[config.mk]
export PLATFORM = sky130hd
export DESIGN_NAME = ppu_vram_sched
export DESIGN_NICKNAME = d
export VERILOG_FILES = /design/src/rtl/ppu_vram_sched.sv
export SDC_FILE = /design/constraint.sdc
export NUM_CORES = 1
export LEC_CHECK = 0
export BUFFER_PORTS_ARGS = -buffer_cell sky130_fd_sc_hd__buf_2
export CORE_MARGIN = 5
export CORE_UTILIZATION = 49
export DETAILED_ROUTE_END_ITERATION = 8
export MAX_ROUTING_LAYER = met4
export PLACE_DENSITY = 0.8
export RECOVER_POWER = 100
export SLEW_MARGIN = 20
export SYNTH_ARGS = -nofsm -noshare
export SYNTH_HDL_FRONTEND = slang
export SYNTH_SLANG_ARGS = --single-unit
[constraint.sdc]
create_clock -name PCLK -period 2.1 [get_ports PCLK]
set_clock_uncertainty 0.15 [all_clocks]
set_input_delay 0.105 -clock PCLK [delete_from_list [all_inputs] [get_ports PCLK]]
set_output_delay 0.105 -clock PCLK [all_outputs]
set_load 0.05 [all_outputs]
[src/rtl/ppu_vram_sched.sv]
// PPU VRAM bus scheduler: arbitrates 2-cycle VRAM accesses between render fetches
// and a single buffered CPU $2007 access, with render always taking priority.
module ppu_vram_sched (
  input  logic        PCLK,
  input  logic        n_RES,
  input  logic        RENDER,
  input  logic [8:0]  H,
  input  logic [13:0] FETCH_ADDR,
  input  logic        CPU_REQ,
  input  logic        CPU_WR,
  input  logic [7:0]  CPU_DIN,
  input  logic        INC32,
  input  logic        V_LOAD,
  input  logic [13:0] V_IN,
  input  logic [7:0]  PD_IN,
  output logic [13:0] PA,
  output logic        ALE,
  output logic        n_RD,
  output logic        n_WR,
  output logic [7:0]  PD_OUT,
  output logic        PD_OE,
  output logic [13:0] VADDR,
  output logic [7:0]  RBUF,
  output logic        GRANT_R,
  output logic        BUSY,
  output logic        ERR
);

  localparam logic [2:0] IDLE  = 3'd0;
  localparam logic [2:0] R_ALE = 3'd1;
  localparam logic [2:0] R_RD  = 3'd2;
  localparam logic [2:0] C_ALE = 3'd3;
  localparam logic [2:0] C_RD  = 3'd4;
  localparam logic [2:0] C_WR  = 3'd5;

  logic [2:0]  state;
  logic [2:0]  state_nx;
  logic        pend_wr;
  logic [7:0]  pend_data;
  logic        render_slot;
  logic        cpu_end;
  logic [13:0] vaddr_step;

  // Render fetches start on even dots; the range guard ignores counter values past the line end.
  assign render_slot = RENDER && !H[0] && (H < 9'd341);
  assign cpu_end     = (state == C_RD) || (state == C_WR);
  assign vaddr_step  = INC32 ? 14'd32 : 14'd1;

  always_comb begin
    state_nx = state;
    case (state)
      IDLE: begin
        if (render_slot)
          state_nx = R_ALE;
        else if (BUSY)
          state_nx = C_ALE;
      end
      R_ALE:     state_nx = R_RD;
      R_RD:      state_nx = render_slot ? R_ALE : IDLE;
      C_ALE:     state_nx = pend_wr ? C_WR : C_RD;
      C_RD, C_WR: state_nx = IDLE;
      default:   state_nx = IDLE;
    endcase
  end

  // Bus outputs are registered from the next state so they line up with the state they describe.
  always_ff @(posedge PCLK) begin
    if (!n_RES) begin
      state     <= IDLE;
      PA        <= '0;
      ALE       <= 1'b0;
      n_RD      <= 1'b1;
      n_WR      <= 1'b1;
      PD_OUT    <= '0;
      PD_OE     <= 1'b0;
      VADDR     <= '0;
      RBUF      <= '0;
      GRANT_R   <= 1'b0;
      BUSY      <= 1'b0;
      ERR       <= 1'b0;
      pend_wr   <= 1'b0;
      pend_data <= '0;
    end else begin
      state   <= state_nx;
      ALE     <= (state_nx == R_ALE) || (state_nx == C_ALE);
      n_RD    <= !((state_nx == R_RD) || (state_nx == C_RD));
      n_WR    <= !(state_nx == C_WR);
      PD_OE   <= (state_nx == C_WR);
      GRANT_R <= (state_nx == R_ALE) || (state_nx == R_RD);

      if (state_nx == R_ALE)
        PA <= FETCH_ADDR;
      else if (state_nx == C_ALE)
        PA <= VADDR;

      if (state_nx == C_WR)
        PD_OUT <= pend_data;

      if (state == C_RD)
        RBUF <= PD_IN;

      if (V_LOAD)
        VADDR <= V_IN;
      else if (cpu_end)
        VADDR <= VADDR + vaddr_step;

      // Only one CPU request may be outstanding; extras are dropped and flagged.
      ERR <= CPU_REQ && BUSY;
      if (CPU_REQ && !BUSY) begin
        BUSY      <= 1'b1;
        pend_wr   <= CPU_WR;
        pend_data <= CPU_DIN;
      end else if (cpu_end) begin
        BUSY <= 1'b0;
      end
    end
  end

endmodule

# Yosys cells after proc, flatten, opt, wreduce, memory -nomap -nowiden
# Cells that the tools add are included.
# W data, S select, Z words.
[op_classes]
magnitude_cmp = 1
reduce_logical = 16
add_sub_neg = 1
eq_ne = 10
mux = 12
[ops]
columns = ["cell", "count"]
rows = [
  ["$mux W14", 4],
  ["$add A14 B6 Y14", 1],
  ["$eq A3 B2 Y1 const B", 4],
  ["$eq A3 B3 Y1 const B", 4],
  ["$pmux W3 S4", 1],
  ["$lt A9 B9 Y1 const B", 1],
  ["$eq A3 B1 Y1 const B", 2],
  ["$mux W3", 2],
  ["$mux W6", 1],
  ["$reduce_bool A2 Y1", 3],
  ["$logic_and A1 B1 Y1", 4],
  ["$logic_not A1 Y1", 4],
  ["$logic_or A1 B1 Y1", 4],
  ["$mux W1", 4],
  ["$logic_not A3 Y1", 1],
]
[word_totals]
inputBits = 60
out_inout_bits = 51
regBits = 63
elab_cells = 54

# Logic depth before layout (Yosys ltp)
# Gate-level depths: netlist of run 1.
[depth]
ltp_word = 8
mapped_depth = 7
ltp_nobuf = 7

# Worst setup path before layout of run 1
# Ideal clock, no wire load.
[synth_path]
kind = "register to register"
from = "register VADDR[5]"
to = "register VADDR[11]"
synth_period_minus_slack_ns = 2.146
arrival_time_ns = 1.879
stages_incl_launch_ff = 7
setup_time_ns = 0.116
setup_slack_ns = -0.046
path_buffers = 0
required_ns = 1.834
cell_sequence = "dfxtp_1 ha_1 and3_4 a41oi_4 nor3_1 xor2_1 o211a_1"
[synth_between]
elab_chain_cells = 3
[synth_rtl]
columns = ["element", "line", "rtl"]
rows = [
  ["start, declared", "22", "output logic [13:0] VADDR,"],
  ["start signal, assigned", "105", "VADDR <= VADDR + vaddr_step;"],
  ["$add A14 B6 Y14", "105", ""],
  ["$mux W14", "104", "else if (cpu_end)"],
  ["$mux W14", "102", "if (V_LOAD)"],
]
# No other way between the ends. The select of a mux whose other input is x is not followed.
# A chain may end at the register's enable or synchronous reset.

# Final worst setup path of run 1
[layout_path]
from = "register state[2]"
to = "register VADDR[4]"
[layout_between]
elab_chain_cells = 3
word_cells_on_any_way = 4
classes_between = "eq/ne (2); reduce/logical (2)"
[layout_rtl]
columns = ["element", "line", "rtl"]
rows = [
  ["start, declared", "36", "logic [2:0] state;"],
  ["start signal, assigned", "84", "state <= state_nx;"],
  ["$eq A3 B3 Y1", "46", "assign cpu_end = (state == C_RD) || (state == C_WR);"],
  ["$logic_or A1 B1 Y1 (*)", "46", ""],
  ["$reduce_bool A2 Y1 (no line) (*)", "n/a", ""],
]
# Every way passes the cells marked *; elsewhere a longest branch is shown, timed or not.

==> results of run 1 <==
-- cells in the mapped netlist, types with 2 or more instances --
master / number / area (µm²)
nand2b_1: 8 / 50.1
buf_1: 2 / 7.51
buf_6: 4 / 45.0
o21ai_0: 29 / 145
and2_1: 6 / 37.5
o211ai_2: 10 / 125
buf_4: 3 / 22.5
buf_2: 2 / 10.0
nand4_1: 2 / 12.5
xor2_1: 8 / 70.1
nand3_1: 20 / 100
nand2_1: 55 / 206
a21boi_0: 26 / 195
nor2_1: 11 / 41.3
o211ai_1: 4 / 30.0
a21oi_1: 9 / 45.0
xnor2_1: 3 / 26.3
a31oi_1: 14 / 87.6
inv_1: 3 / 11.3
o211a_1: 3 / 30.0
and3_1: 3 / 18.8
nor2_2: 3 / 18.8
o21ai_1: 7 / 35.0
ha_1: 3 / 37.5
a21o_1: 2 / 15.0
nor3b_1: 2 / 15.0
clkbuf_1: 10 / 37.5
clkbuf_2: 2 / 10.0
dfxtp_1: 63 / 1260
nor2b_1: 3 / 18.8
mux2i_1: 2 / 20.0
-- area by class of cell --
type | instances | area (µm²)
diodes | 1 | 2.50
clock buffers | 9 | 124
clock inverters | 7 | 73.8
fillers | 485 | 1750
inverters | 3 | 11.3
multi-input cells | 250 | 1560
flip-flops and latches | 63 | 1260
well taps | 75 | 93.8
repair buffers | 169 | 1050
-- logic make-up (layout without fill, tap and decap cells) --
kind of cell               Yosys count  count (layout)  synth area share
adders and majority gates            3               3            0.0126
other                                0               1                 0
AOI/OAI and AO/OA                  114             114             0.282
xor gates and xnor gates            11              11            0.0323
DFF                                 63              63             0.423
and+or+nand+nor                    120             120             0.195
muxes                                2               2           0.00671
buffers and inverters               26             188            0.0483
-- where the power goes --
part	internal, mW	total, mW	switching [mW]
Sequential	1.27	1.34	0.0685
Combinational	0.240	0.712	0.472
Clock	0.549	1.05	0.498
-- worst max path at each step --
stage / from / endpoint / slack, ps / cells after the start
2_1_floorplan: VADDR[0] / VADDR[12] / 60 / 6
3_3_place_gp: VADDR[5] / VADDR[11] / 330 / 6
3_5_place_dp: VADDR[5] / VADDR[11] / 290 / 6
4_1_cts: VADDR[5] / VADDR[11] / 280 / 6
5_1_grt: state[2] / VADDR[4] / 110 / 6
6_report: state[2] / VADDR[4] / 240 / 6
-- worst max-delay path, delay by kind of cell, from the launching register on --
family	cells	cell delay, ps
and+or+nand+nor	3	520
DFF	1	470
AOI/OAI and AO/OA	1	80
xor gates and xnor gates	1	150
buffers and inverters	1	390
-- sequential cells by signal, summed over array words and instances, names as in the netlist --
| signal | count |
|---|---|
| ALE | 1 |
| BUSY | 1 |
| ERR | 1 |
| GRANT_R | 1 |
| PA | 14 |
| PD_OE | 1 |
| PD_OUT | 8 |
| RBUF | 8 |
| VADDR | 14 |
| n_RD | 1 |
| n_WR | 1 |
| pend_data | 8 |
| pend_wr | 1 |
| state | 3 |
-- through the flow --
stage	worst slack [ps]	cell area, µm²	power [mW]	hold slack (ps)	util
floorplan	64.6	2980	1.84	92.8	-
global placement	331	3550	2.01	179	0.600
detailed placement	287	3550	2.02	187	0.600
CTS	283	4260	3.13	53.7	0.720
global route	114	4180	3.23	92.1	0.705
finish	242	4180	3.10	85.5	0.705
-- per-layer routing --
| metal | up-vias | global-route usage |
|---|---|---|
| met3 | 20 | 0.0386 |
| met4 | 0 | 0.107 |
| met2 | 117 | 0.432 |
| met5 | - | - |
| met1 | 1394 | 0.276 |
| li1 | 1514 | - |
-- timing repair --
action	4_1_cts	5_1_grt
hold buffers	51	0
endpoints found under the hold margin	46	0
resized for setup	0	0
-- cells in the final DEF (no fill, tap or decap), drive strengths merged, types with 2 or more instances in the layout --
cell type,synthesis,layout
buf,11,65
dfxtp,63,63
clkbuf,12,62
nand2,55,55
dlygate4sd3,0,51
o21ai,37,37
a21boi,27,27
nand3,20,20
a31oi,14,14
nor2,14,14
o211ai,14,14
a21oi,9,9
nand2b,8,8
xor2,8,8
and2,6,6
clkinv,0,5
and3,4,4
inv,3,3
nor2b,3,3
nor3b,3,3
xnor2,3,3
o211a,3,3
ha,3,3
a21o,2,2
nand4,2,2
mux2i,2,2
o21a,2,2
nor3,2,2
==> impl_metrics.py, run 1 <==
metrics = {
    "outcome": {
        "status": "completed",
    },
    "finish": {
        "finalNetCount": 559,
        "drive_gt1_frac": 0.202,
        "fin_cells": 577,
        "syn_to_final_growth_pct": 40.0,
    },
    "clock_network": {
        "clockBufferDepth": 2,
        "cts_tree": "yes",
        "cts_root_buf": "clkbuf_8",
        "post_cts_buffers": 0,
        "worstSkewPairLatency_ps": 330,
        "cts.clk_slew.worst_paths_ps": 70,
        "numCtsBuffers": 9,
        "cts.sinks": 63,
        "cts.htree.levels": 3,
    },
    "setup_path": {
        "r2r_slack_ps": 240,
        "slowest_delay_ps": 470,
        "reg2reg_from": "state[2]",
        "critPathRequiredTime_ps": 2180,
        "cp_data_arrival_time_ps": 1940,
        "endpoint_kind": "flip-flop",
        "crit_fanout": 10,
        "critPathLaunchType": "flip-flop",
        "cp_cell_sequence": "nor2b_1 > clkbuf_1 > nand4_1 > xor2_1 > o21ai_0 > and2_0",
        "cp_slowest_cell": "dfxtp_1",
        "worstReg2RegEnd": "VADDR[4]",
        "r2r_cells": 6,
        "worstSetupPathType": "reg -> reg",
    },
    "yosys": {
        "yosys_warnings": 0,
        "ys_seq_elements": 63,
        "ys_seq_area_frac": 0.423,
        "ys_dominant_reg_cell": "dfxtp_1",
        "synth_area_mm2": 0.00298,
        "postSynthCellCount": 339,
        "synthesis.nets": 402,
        "async_flop_share": 0,
        "synth-edff-count": 0,
        "syn_avg_cell_area_um2": 8.80,
        "ys_types": 48,
    },
    "pwr": {
        "ir_drop_mv": 0.465,
        "powerDensity_mw_per_mm2": 743,
        "p_leak_nw": 1.63,
    },
    "global_routing": {
        "grt_pass1_wl_um": 14500,
        "antenna_found_initial": 1,
        "grt_overflow": 0,
        "grt_max_degree": 44,
        "grt_pass1_vias": 3059,
        "grtUsageTotal": 0.247,
    },
    "sta": {
        "final.setup.tns_ps": 0,
        "hold_viol": 0,
        "slew_headroom": 0.541,
        "setup_viol": 0,
        "drv_slew": 0,
        "min_period_ps": 1860,
        "worst_pin_slew_ps": 689,
        "period_share": 0.885,
        "max_freq_mhz": 538,
        "grt_setup_unrepaired": "false",
    },
    "hold_path": {
        "min_from": "V_LOAD",
        "hold_path_end": "VADDR[12]",
        "hold_depth": 2,
        "hold_class": "in -> reg",
    },
    "routing": {
        "drt-met1-wl_um": 3630,
        "drt_iter0_markers": 101,
        "via_count": 3045,
        "remaining_drc_errors": 0,
        "avgViaCountPerCell": 5.28,
        "wire_per_inst_um": 15.7,
        "top_layer_used": "met4",
        "first_pass_iters": 4,
        "drtAntennaViolNets": 0,
        "wl_um": 9080,
        "met2WireLength_um": 4620,
        "met3_length_um": 632,
    },
    "placement": {
        "dpl.hpwl_um": 5710,
        "dp.cells": 509,
        "port_buffers": 110,
        "place_congestion": 0.889,
    },
    "die": {
        "rows": 28,
        "dieArea_mm2": 0.00774,
        "io-pin-count": 111,
        "fp.coreArea_mm2": 0.00592,
        "die_h_um": 88.0,
        "dieWidth_um": 88.0,
        "start_util": 0.504,
    },
    "flow_run": {
        "maxCapViolations": 0,
    },
}
(Power assumes the default switching activity.)
==> run 2: changes to the inputs <==
--- a/config.mk
+++ b/config.mk
@@ -5,12 +5,13 @@
 export SDC_FILE = /design/constraint.sdc
 export NUM_CORES = 1
 export LEC_CHECK = 0
+export ABC_AREA = 1
 export BUFFER_PORTS_ARGS = -buffer_cell sky130_fd_sc_hd__buf_2
 export CORE_MARGIN = 5
-export CORE_UTILIZATION = 49
+export CORE_UTILIZATION = 45
 export DETAILED_ROUTE_END_ITERATION = 8
 export MAX_ROUTING_LAYER = met4
-export PLACE_DENSITY = 0.8
+export PLACE_DENSITY = 0.74
 export RECOVER_POWER = 100
 export SLEW_MARGIN = 20
 export SYNTH_ARGS = -nofsm -noshare
==> constraint.sdc (replaced) <==
create_clock -name PCLK -period 2.25 [get_ports PCLK]
set_clock_uncertainty 0.15 [all_clocks]
set_input_delay 0.1125 -clock PCLK [delete_from_list [all_inputs] [get_ports PCLK]]
set_output_delay 0.1125 -clock PCLK [all_outputs]
set_load 0.05 [all_outputs]
==> impl_metrics.py, run 2 <==
metrics = {
    "clock_network": {
        "worstSkewPairLatency_ps": 330,
        "cts_root_buf": "clkbuf_8",
        "clockBufferDepth": 2,
        "post_cts_buffers": 0,
        "cts.sinks": 63,
        "ctsResizeCount": 0,
        "cts.htree.levels": 3,
        "numCtsBuffers": 9,
        "cts.clk_slew.worst_paths_ps": 80,
        "cts_tree": "yes",
    },
    "yosys": {
        "yosys_warnings": 0,
        "ys_dominant_reg_cell": "dfxtp_1",
        "synth-edff-count": 0,
        "synthesis.nets": 500,
        "postSynthCellCount": 437,
        "synth_adder_area_share": 0.0127,
        "ys_seq_area_frac": 0.428,
        "ys_types": 29,
        "synth_compound_area_frac": 0.141,
        "ys_seq_elements": 63,
        "synth.mux.area_fraction": 0,
        "synthSimpleGateAreaFrac": 0.313,
        "async_flop_share": 0,
        "synth_top_area_cell": "dfxtp_1",
        "synth-xor-area-share": 0.00297,
        "syn_avg_cell_area_um2": 6.74,
        "synthTopCellsByCount": "nand2_1, dfxtp_1, nor2_1",
        "synth_top_family_by_area": "simple AND/OR/NAND/NOR gates",
        "synth_area_mm2": 0.00295,
        "post-synth-top-area-fraction": 0.428,
        "synth_area_leaders": "dfxtp_1, nand2_1, nor2_1",
        "yosysMostFrequentCell": "nand2_1",
    },
    "sta": {
        "period_share": 0.885,
        "final.setup.tns_ps": 0,
        "drv_slew": 0,
        "worst_pin_slew_ps": 638,
        "setup_viol": 0,
        "max_freq_mhz": 502,
        "grt_setup_unrepaired": "false",
        "hold_viol": 0,
        "min_period_ps": 1990,
        "slew_headroom": 0.576,
    },
    "finish": {
        "layout_common_cells": "nand2_1, nor2_1, dfxtp_1",
        "final_common_cell": "nand2_1",
        "fill_cells": 571,
        "n_antenna_cell": 0,
        "finalNetCount": 655,
        "syn_to_final_growth_pct": 40.0,
        "reg.largest.list": "PA: 14 flops, VADDR: 14 flops",
        "drive_gt1_frac": 0.141,
    },
    "pwr": {
        "p_leak_nw": 1.99,
        "report.power.total_mw": 2.96,
        "ir_drop_mv": 0.422,
        "powerDensity_mw_per_mm2": 717,
    },
    "flow_run": {
        "maxCapViolations": 0,
    },
    "die": {
        "fp.coreArea_mm2": 0.00635,
        "die_h_um": 90.9,
        "io-pin-count": 111,
        "start_util": 0.464,
        "dieArea_mm2": 0.00826,
        "rows": 29,
        "dieWidth_um": 90.9,
    },
    "routing": {
        "avgViaCountPerCell": 4.88,
        "wire_per_inst_um": 13.1,
        "wl_um": 8830,
        "first_pass_iters": 4,
        "remaining_drc_errors": 0,
        "drtAntennaViolNets": 0,
        "via_count": 3289,
        "drt_iter0_markers": 228,
    },
    "global_routing": {
        "antenna_found_initial": 0,
        "grt_pass1_wl_um": 14500,
        "grtUsageTotal": 0.218,
        "grt_max_degree": 34,
        "grt_pass1_vias": 3157,
        "grt_overflow": 0,
    },
    "outcome": {
        "status": "completed",
    },
    "placement": {
        "dpl.hpwl_um": 5920,
        "place_congestion": 0.915,
        "port_buffers": 110,
    },
    "hold_path": {
        "hold_class": "in -> reg",
        "hold_depth": 5,
    },
    "setup_path": {
        "critPathLaunchType": "flip-flop",
        "cp_data_arrival_time_ps": 2110,
        "r2r_cells": 8,
        "worstSetupPathType": "reg -> reg",
        "crit_fanout": 4,
        "endpoint_kind": "flip-flop",
        "critPathRequiredTime_ps": 2370,
    },
}
==> run 2: metrics by stage <==
step,util,area (µm²),hold WS [ps],worst slack [ps],instances
floorplan,-,2950,97.4,86.3,437
global placement,0.563,3570,185,440,616
detailed placement,0.563,3570,192,276,616
CTS,0.662,4200,1.33,260,674
global route,0.649,4120,16.6,81.1,674
finish,0.649,4120,12.1,259,674
==> run 2: logic make-up after synthesis <==
| group | Yosys count |
|---|---|
| AOI/OAI and AO/OA | 71 |
| and+or+nand+nor | 222 |
| DFF | 63 |
| adders and majority gates | 3 |
| xor gates and xnor gates | 1 |
| buffers and inverters | 77 |
==> run 2: report_power, final <==
group	internal (mW)	switching, mW	leakage (nW)
Combinational	0.220	0.471	1.38
Sequential	1.19	0.0586	0.517
Clock	0.525	0.491	0.0975
==> run 2: final timing paths <==
kind	startpoint	endpoint	slack, ps
hold reg to reg	pend_data[2]	PD_OUT[2]	290
setup reg to reg	VADDR[0]	VADDR[12]	260
hold / removal	V_IN[9]	VADDR[9]	10
setup / recovery	VADDR[0]	VADDR[12]	260
==> run 2: final cells by class <==
type | count | area [µm²] | area share
well taps | 77 | 96.3 | 0.0234
clock buffers | 9 | 124 | 0.0300
flip-flops and latches | 63 | 1260 | 0.306
inverters | 63 | 236 | 0.0574
clock inverters | 7 | 82.6 | 0.0200
repair buffers | 158 | 948 | 0.230
multi-input cells | 297 | 1370 | 0.333
==> run 2: critical path, stage by stage, from the launching register on <==
cell and delay, ps:
dfxtp_1 400, ha_1 240, ha_1 210, nand3_1 100, o21bai_1 280, nand3_1 170
o21ai_0 180, nand2_1 70, a21oi_1 130
==> run 2: routing by layer <==
layer | global-route usage | vias to the layer above | wire length (µm)
met3 | 0.0567 | 9 | 623
li1 | - | 1696 | -
met5 | - | - | 0
met4 | 0.0721 | 0 | 91
met2 | 0.337 | 123 | 4150
met1 | 0.278 | 1461 | 3970
==> run 2: repair_timing <==
item / in CTS / in global routing
hold endpoints to repair: 42 / 0
hold buffers: 42 / 0
endpoints found under the setup margin: 0 / 0
